$ cat src/rtl/serial_add_arb.sv
`default_nettype none
// ============================================================================
// Module   : serial_add_arb
// Brief    : Two-requester round-robin front end sharing one bit-serial
//            full-adder slice; returns sum/carry/id over valid/ready.
// Revision : 1.0 - initial release
// ============================================================================
module serial_add_arb #(
    parameter int WIDTH = 8
) (
    input  logic             clk,
    input  logic             rst,
    input  logic             req0_valid,
    output logic             req0_ready,
    input  logic [WIDTH-1:0] req0_a,
    input  logic [WIDTH-1:0] req0_b,
    input  logic             req0_cin,
    input  logic             req1_valid,
    output logic             req1_ready,
    input  logic [WIDTH-1:0] req1_a,
    input  logic [WIDTH-1:0] req1_b,
    input  logic             req1_cin,
    output logic             res_valid,
    input  logic             res_ready,
    output logic [WIDTH-1:0] res_sum,
    output logic             res_cout,
    output logic             res_id
);

    localparam int            CW     = (WIDTH > 1) ? $clog2(WIDTH) : 1;
    localparam logic [CW-1:0] C_LAST = CW'(WIDTH - 1);

    typedef enum logic [1:0] {
        S_IDLE  = 2'd0,
        S_SHIFT = 2'd1,
        S_DONE  = 2'd2
    } state_t;

    state_t           state_q, state_d;
    logic [CW-1:0]    cnt_q, cnt_d;
    logic [WIDTH-1:0] a_q, a_d;
    logic [WIDTH-1:0] b_q, b_d;
    logic [WIDTH-1:0] acc_q, acc_d;
    logic [WIDTH-1:0] sum_q, sum_d;
    logic             carry_q, carry_d;
    logic             cout_q, cout_d;
    logic             id_q, id_d;
    logic             last_q, last_d;

    logic             w_grant0;
    logic             w_grant1;
    logic             w_sbit;
    logic             w_cnext;

    always_ff @(posedge clk or posedge rst) begin
        if (rst) begin
            state_q <= S_IDLE;
            cnt_q   <= '0;
            a_q     <= '0;
            b_q     <= '0;
            acc_q   <= '0;
            sum_q   <= '0;
            carry_q <= 1'b0;
            cout_q  <= 1'b0;
            id_q    <= 1'b0;
            last_q  <= 1'b1;
        end else begin
            state_q <= state_d;
            cnt_q   <= cnt_d;
            a_q     <= a_d;
            b_q     <= b_d;
            acc_q   <= acc_d;
            sum_q   <= sum_d;
            carry_q <= carry_d;
            cout_q  <= cout_d;
            id_q    <= id_d;
            last_q  <= last_d;
        end
    end

    // Round-robin: on a tie, the requester that did not win last time goes.
    assign w_grant0 = req0_valid && (!req1_valid || last_q);
    assign w_grant1 = req1_valid && (!req0_valid || !last_q);

    assign w_sbit  = a_q[0] ^ b_q[0] ^ carry_q;
    assign w_cnext = (a_q[0] & b_q[0]) | (carry_q & (a_q[0] ^ b_q[0]));

    always_comb begin
        state_d    = state_q;
        cnt_d      = cnt_q;
        a_d        = a_q;
        b_d        = b_q;
        acc_d      = acc_q;
        sum_d      = sum_q;
        carry_d    = carry_q;
        cout_d     = cout_q;
        id_d       = id_q;
        last_d     = last_q;
        req0_ready = 1'b0;
        req1_ready = 1'b0;
        case (state_q)
            S_IDLE: begin
                // Ready is gated by rst so it reads 0 the instant reset asserts.
                req0_ready = w_grant0 && !rst;
                req1_ready = w_grant1 && !rst;
                if (w_grant0 || w_grant1) begin
                    a_d     = w_grant1 ? req1_a   : req0_a;
                    b_d     = w_grant1 ? req1_b   : req0_b;
                    carry_d = w_grant1 ? req1_cin : req0_cin;
                    id_d    = w_grant1;
                    last_d  = w_grant1;
                    cnt_d   = '0;
                    state_d = S_SHIFT;
                end
            end
            S_SHIFT: begin
                carry_d = w_cnext;
                acc_d   = {w_sbit, acc_q[WIDTH-1:1]};
                a_d     = a_q >> 1;
                b_d     = b_q >> 1;
                cnt_d   = cnt_q + 1'b1;
                // Result register is separate so res_sum holds through SHIFT.
                if (cnt_q == C_LAST) begin
                    sum_d   = {w_sbit, acc_q[WIDTH-1:1]};
                    cout_d  = w_cnext;
                    state_d = S_DONE;
                end
            end
            S_DONE: begin
                if (res_ready) begin
                    state_d = S_IDLE;
                end
            end
            default: begin
                state_d = S_IDLE;
            end
        endcase
    end

    assign res_valid = (state_q == S_DONE);
    assign res_sum   = sum_q;
    assign res_cout  = cout_q;
    assign res_id    = id_q;

endmodule
`default_nettype wire

$ cat config.mk
export PLATFORM = sky130hd
export DESIGN_NAME = serial_add_arb
export DESIGN_NICKNAME = d
export VERILOG_FILES = /design/src/rtl/serial_add_arb.sv
export SDC_FILE = /design/constraint.sdc
export NUM_CORES = 1
export LEC_CHECK = 0
export ABC_CLOCK_PERIOD_IN_PS = 1800
export CORE_MARGIN = 3
export CORE_UTILIZATION = 44
export CTS_CLUSTER_DIAMETER = 60
export DETAILED_ROUTE_END_ITERATION = 10
export GPL_TIMING_DRIVEN = 1
export HOLD_SLACK_MARGIN = 0.05
export PLACE_DENSITY = 0.84
export SLEW_MARGIN = 20
export SYNTH_ARGS = -nofsm -noshare
export SYNTH_HDL_FRONTEND = slang
export SYNTH_SLANG_ARGS = --single-unit
$ cat constraint.sdc
create_clock -name clk -period 1.8 [get_ports clk]
set_clock_uncertainty 0.15 [all_clocks]
set_input_delay 0.27 -clock clk [delete_from_list [all_inputs] [get_ports clk]]
set_output_delay 0.27 -clock clk [all_outputs]
set_load 0.005 [all_outputs]
### Word level (Yosys, flattened, before mapping)

Index checks and enable logic that the tools add are counted.

| storage, ports and cells | value |
|---|---|
| register bits after elaboration | 41 |
| bits in latches | 0 |
| memory bits (writable) | 0 |
| bits in read-only memories | 0 |
| input port bits | 39 |
| memories kept | 0 |

| operators by class | value |
|---|---|
| add/subtract/negate cells | 1 |
| multipliers | 0 |
| divide/modulo/power cells | 0 |
| $lt $le $gt $ge | 0 |
| equality and inequality tests | 6 |
| shift-type cells | 0 |
| muxes and demuxes | 17 |
| bitwise gates (word level) | 5 |
| reductions and logical operators | 17 |

Operators with widths:

| kind | number |
|---|---|
| $mux W8 | 4 |
| $pmux W8 S2 | 2 |
| $mux W2 | 3 |
| $pmux W2 S3 | 1 |
| $pmux W3 S2 | 1 |
| $reduce_and A2 Y1 | 3 |
| $logic_and A1 B1 Y1 | 4 |
| $logic_not A1 Y1 | 4 |
| $mux W1 | 4 |
| $ne A2 B2 Y1 const B | 2 |
| $add A3 B1 Y3 const B | 1 |
| $eq A3 B3 Y1 const B | 1 |
| $logic_or A1 B1 Y1 | 3 |
| $mux W3 | 1 |
| $reduce_and A3 Y1 | 1 |
| $and A1 B1 Y1 | 2 |
| $eq A2 B1 Y1 const B | 1 |
| $eq A2 B2 Y1 const B | 1 |
| $logic_not A2 Y1 | 1 |
| $ne A2 B1 Y1 const B | 1 |
| $pmux W1 S2 | 1 |
| $reduce_bool A2 Y1 | 1 |
| $xor A1 B1 Y1 | 2 |
| $or A1 B1 Y1 | 1 |

### Logic depth before layout (Yosys ltp)

Gate-level depths: netlist of the first run.

| logic depth | value |
|---|---|
| depth in word-level cells | 6 |
| gate-level depth with buffers | 6 |
| gate-level depth less buffers | 4 |

### Least setup slack after synthesis of the first run

Ideal clock, no wire load.

| timing path | value |
|---|---|
| path type | input -> output |
| start | input rst |
| end | output req0_ready |
| arrival time | 1.454 ns |
| required time | 1.380 ns |
| path slack | -0.074 ns |
| stages on the path | 2 |
| path buffers | 0 |
| cell sequence | inv_1 -> o2111a_1 |

| on the way | value |
|---|---|
| longest elaborated chain between the ends | 3 |

Ends and longest elaborated chain:

| what | line | text |
|---|---|---|
| from (decl) | 12 | `input logic rst,` |
| $logic_not A1 Y1 | 104 | `req0_ready = w_grant0 && !rst;` |
| $logic_and A1 B1 Y1 | 104 |  |
| $mux W1 | 101 | `case (state_q)` |
| to (decl) | 14 | `output logic req0_ready,` |

Every way passes these cells.

### Worst setup path after layout of the first run

| timing path | value |
|---|---|
| start | input req1_valid |
| end | output req0_ready |

| on the way | value |
|---|---|
| longest elaborated chain between the ends | 5 |

Ends and longest elaborated chain:

| what | line | text |
|---|---|---|
| from (decl) | 18 | `input logic req1_valid,` |
| $logic_not A1 Y1 | 82 | `assign w_grant0 = req0_valid && (!req1_valid \|\| last_q);` |
| $logic_or A1 B1 Y1 | 82 |  |
| $logic_and A1 B1 Y1 | 82 |  |
| $logic_and A1 B1 Y1 | 104 |  |
| $mux W1 | 101 |  |

Every way passes these cells.

==> results.md, run 1 <==
* CTS buffer count at 5
* Final period util at 0.967
* Slew Limit Fails at 0
* CTS Sinks at 40
* Syn Inst Count at 176
* H-Tree Depth at 2
* Max Fclk at 574 MHz
* FILL cells at about 340
* Clock group share of total power at 0.176
* Leak at 1.25 nW
* Global route overflow at 0
* Die Y at 75.7 µm
* Pint at 0.00289 W
* Worst setup path category: input pin to output pin
* WHS Path Cells at 1
* Fin area at 0.00298 mm²
* Global routing's busiest layer: met2
* Share of power burned in registers at 0.367
* Ratio of cells with drive above 1 in the final layout at 0.254
* Max Root-Sink Buffers at 2
* CTS root buf: clkbuf_8
* Detailed Routing Iterations Pass 1 at 4
* Drt drc at 0
* Antenna violations before repair at 0
* Post-CTS Hold Buffers at 0
* Critical Path AT at 1.32 ns
* CTS tree: built
* Vias in the first global route at 1675
* Via count at 1666
* Die W at between 70 and 80 µm
* Relative slew slack at 0.670
* Net switching power at 0.00143 W
* Placed instance area at approximately 0.0028 mm²
* Area of the mapped netlist at 0.00214 mm²
* Starting Density at 0.472
* Synth Area in Compound Gates at 0.232
* Most frequent cells in the layout: 48 x clkdlybuf4s50_1, 38 x dfrtp_1, 17 x buf_4
* Pwr Density at about 1500 mW/mm²
* I/O pins at 52
* Combinational share of power at 0.457
* Crit Path Max Fanout at 19
* Most common cell after layout, fill and taps aside: clkdlybuf4s50_1
* Reg2Reg Depth at 5
* Final #Nets at 285
* Final min period at around 1.7 ns
* Die footprint at between 0.005 and 0.006 mm²
* Sw Ratio at 0.331
* Synth Area in Adders at 0.0211
* RSZ-0062 raised after global routing: true
* Core area at 0.00453 mm²
* Ant diodes at 0
* Clock-pin slew on the worst setup and hold paths at 0.08 ns
* Total routed wirelength at 4780 µm
* Maxcap violations at 0
* Fin. Hold Viols at 0
* Grt met3 use at 0.0435
* Largest family of logic cells by synthesized area: compound AO/OA/AOI/OAI gates
* Rows at 24
* Peak supply drop at 0.569 mV
* Simple-Gate Fraction of Synth Area at 0.122
* Grt met1 use at 0.241
* Post-DRT Antenna Nets at 0
* DP HPWL at roughly 3400 µm
* Synthesized area per cell at 12.1 µm²
* Critical path required time at 1.38 ns
* Iteration-0 DRC Markers at 97
* GRT Util Overall at 0.182
* First-pass GRT wire length at 7830 µm
* Cell variety after synth at 37
* Worst setup SP type: input pin
* GPL Wtd Cong at 0.722
* Mux contribution to synthesized area at 0.0989
* Crit. End Element: output pin
* Layout area overhead at 39.2%
* Seq/Total Area, Yosys at 0.469
* Flops & latches, synth at 40
* Hold/Removal Path Class: flop to flop
* Met2 GRT Util at 0.282
* DR WL/cell at 15.5 µm
* Outcome: finished, final reports clean
* Port bufs at 51
* XOR/XNOR Fraction of Synth Area at 0
* Largest net degree at the start of global routing at 41
* Setup total negative slack at 0 ns
* Slew @ Worst Pin at ~0.50 ns
* Routed vias/inst at 5.39
* Worst-Skew Late Latency at 0.30 ns
* Final setup fails at 0
* Syn Nets at ~220
* Syn. warnings at 0
power by group through the flow:
stage | clock network [W] | registers [W] | logic (W)
after global placement | 0 | 0.00160 | 0.00177
final | 0.000763 | 0.00159 | 0.00198
after detailed placement | 0 | 0.00162 | 0.00184
after CTS | 0.000771 | 0.00159 | 0.00198
after floorplan | 0 | 0.00156 | 0.00122
after global routing | 0.000801 | 0.00164 | 0.00217
routing by layer:
layer / vias to the layer above / routed length [µm]
li1: 785 / -
met1: 818 / 2150
met2: 52 / 2310
met3: 11 / 233
met4: 0 / 87
met5: - / 0
path summary, 6_finish.rpt:
path / startpoint / to / slack (ns)
max: req1_valid / req0_ready / 0.06
min: res_sum[3] / res_sum[3] / 0.34
max reg2reg: last_q / a_q[0] / 0.07
min reg2reg: res_sum[3] / res_sum[3] / 0.34
max in group asynchronous: rst / state_q[0] / 0.75
min in group asynchronous: rst / b_q[7] / 0.38
synthesized netlist by cell type, drive strengths merged:
cell type / instances / share of area
fa: 1 / 0.0094
a31oi: 1 / 0.0029
o2bb2ai: 2 / 0.0082
dfstp: 1 / 0.012
and2: 15 / 0.044
a221oi: 15 / 0.082
or3: 1 / 0.0029
a21bo: 1 / 0.0047
a21oi: 2 / 0.0047
ha: 2 / 0.012
nor3: 1 / 0.0047
nand2: 3 / 0.0099
o31ai: 15 / 0.074
a32o: 1 / 0.0047
or2: 1 / 0.0029
nor2b: 16 / 0.050
o2111a: 1 / 0.0053
a22o: 2 / 0.0082
clkbuf: 5 / 0.0088
mux2: 17 / 0.090
nor4: 1 / 0.0029
mux2i: 2 / 0.0094
nand2b: 1 / 0.0029
inv: 3 / 0.0053
dfrtp: 39 / 0.46
buf: 10 / 0.043
nor2: 1 / 0.0018
o21ai: 16 / 0.037
flip-flops by register name, summed over array words and instances, names as in the netlist:
signal,cells
res_sum,8
b_q,8
state_q,2
carry_q,1
a_q,8
acc_q,7
last_q,1
cnt_q,3
res_cout,1
res_id,1
critical path, stage by stage:
cell             delay (ns)
clkdlybuf4s50_1        0.48
buf_6                  0.17
inv_1                  0.06
o2111a_1               0.23
clkbuf_2               0.11
cells by family after synthesis:
family | Yosys count
AO/OA/AOI/OAI | 56
AND/OR/NAND/NOR | 40
flip-flops | 40
multiplexers | 19
buffers and inverters | 18
adder cells (fa/ha/maj) | 3
cell type report:
type / count / area [µm²] / area share
Inverter: 3 / 15.0 / 0.00504
Tap cell: 65 / 81.3 / 0.0273
Clock buffer: 5 / 68.8 / 0.0231
Multi-Input combinational cell: 118 / 1040 / 0.349
Timing Repair Buffer: 75 / 723 / 0.243
Clock inverter: 3 / 46.3 / 0.0156
Sequential cell: 40 / 1000 / 0.337
through the flow:
| stage | utilization | cells | setup WS (ns) | power, W | hold slack [ns] |
|---|---|---|---|---|---|
| 2_1_floorplan | - | 176 | 0.208 | 0.00278 | 0.103 |
| 3_3_place_gp | 0.612 | 294 | -0.318 | 0.00338 | 0.317 |
| 3_5_place_dp | 0.612 | 294 | -0.325 | 0.00346 | 0.331 |
| 4_1_cts | 0.658 | 309 | -0.00569 | 0.00434 | 0.350 |
| 5_1_grt | 0.656 | 309 | -0.0311 | 0.00461 | 0.363 |
| 6_report | 0.656 | 309 | 0.0593 | 0.00433 | 0.343 |
repair_timing:
| action | in CTS | in global routing |
|---|---|---|
| gates resized for setup | 16 | 3 |
| setup endpoints to repair | 3 | 30 |
| buffers inserted | 7 | 1 |
| pin swaps | 0 | 2 |
Note: power is estimated with default switching activity, not from simulation.
==> inputs of run 2 (changes only) <==
GPL_ROUTABILITY_DRIVEN = 0   (was unset)
==> results of run 2 <==
The final DEF is identical to that of run 1; final timing and power are the same.
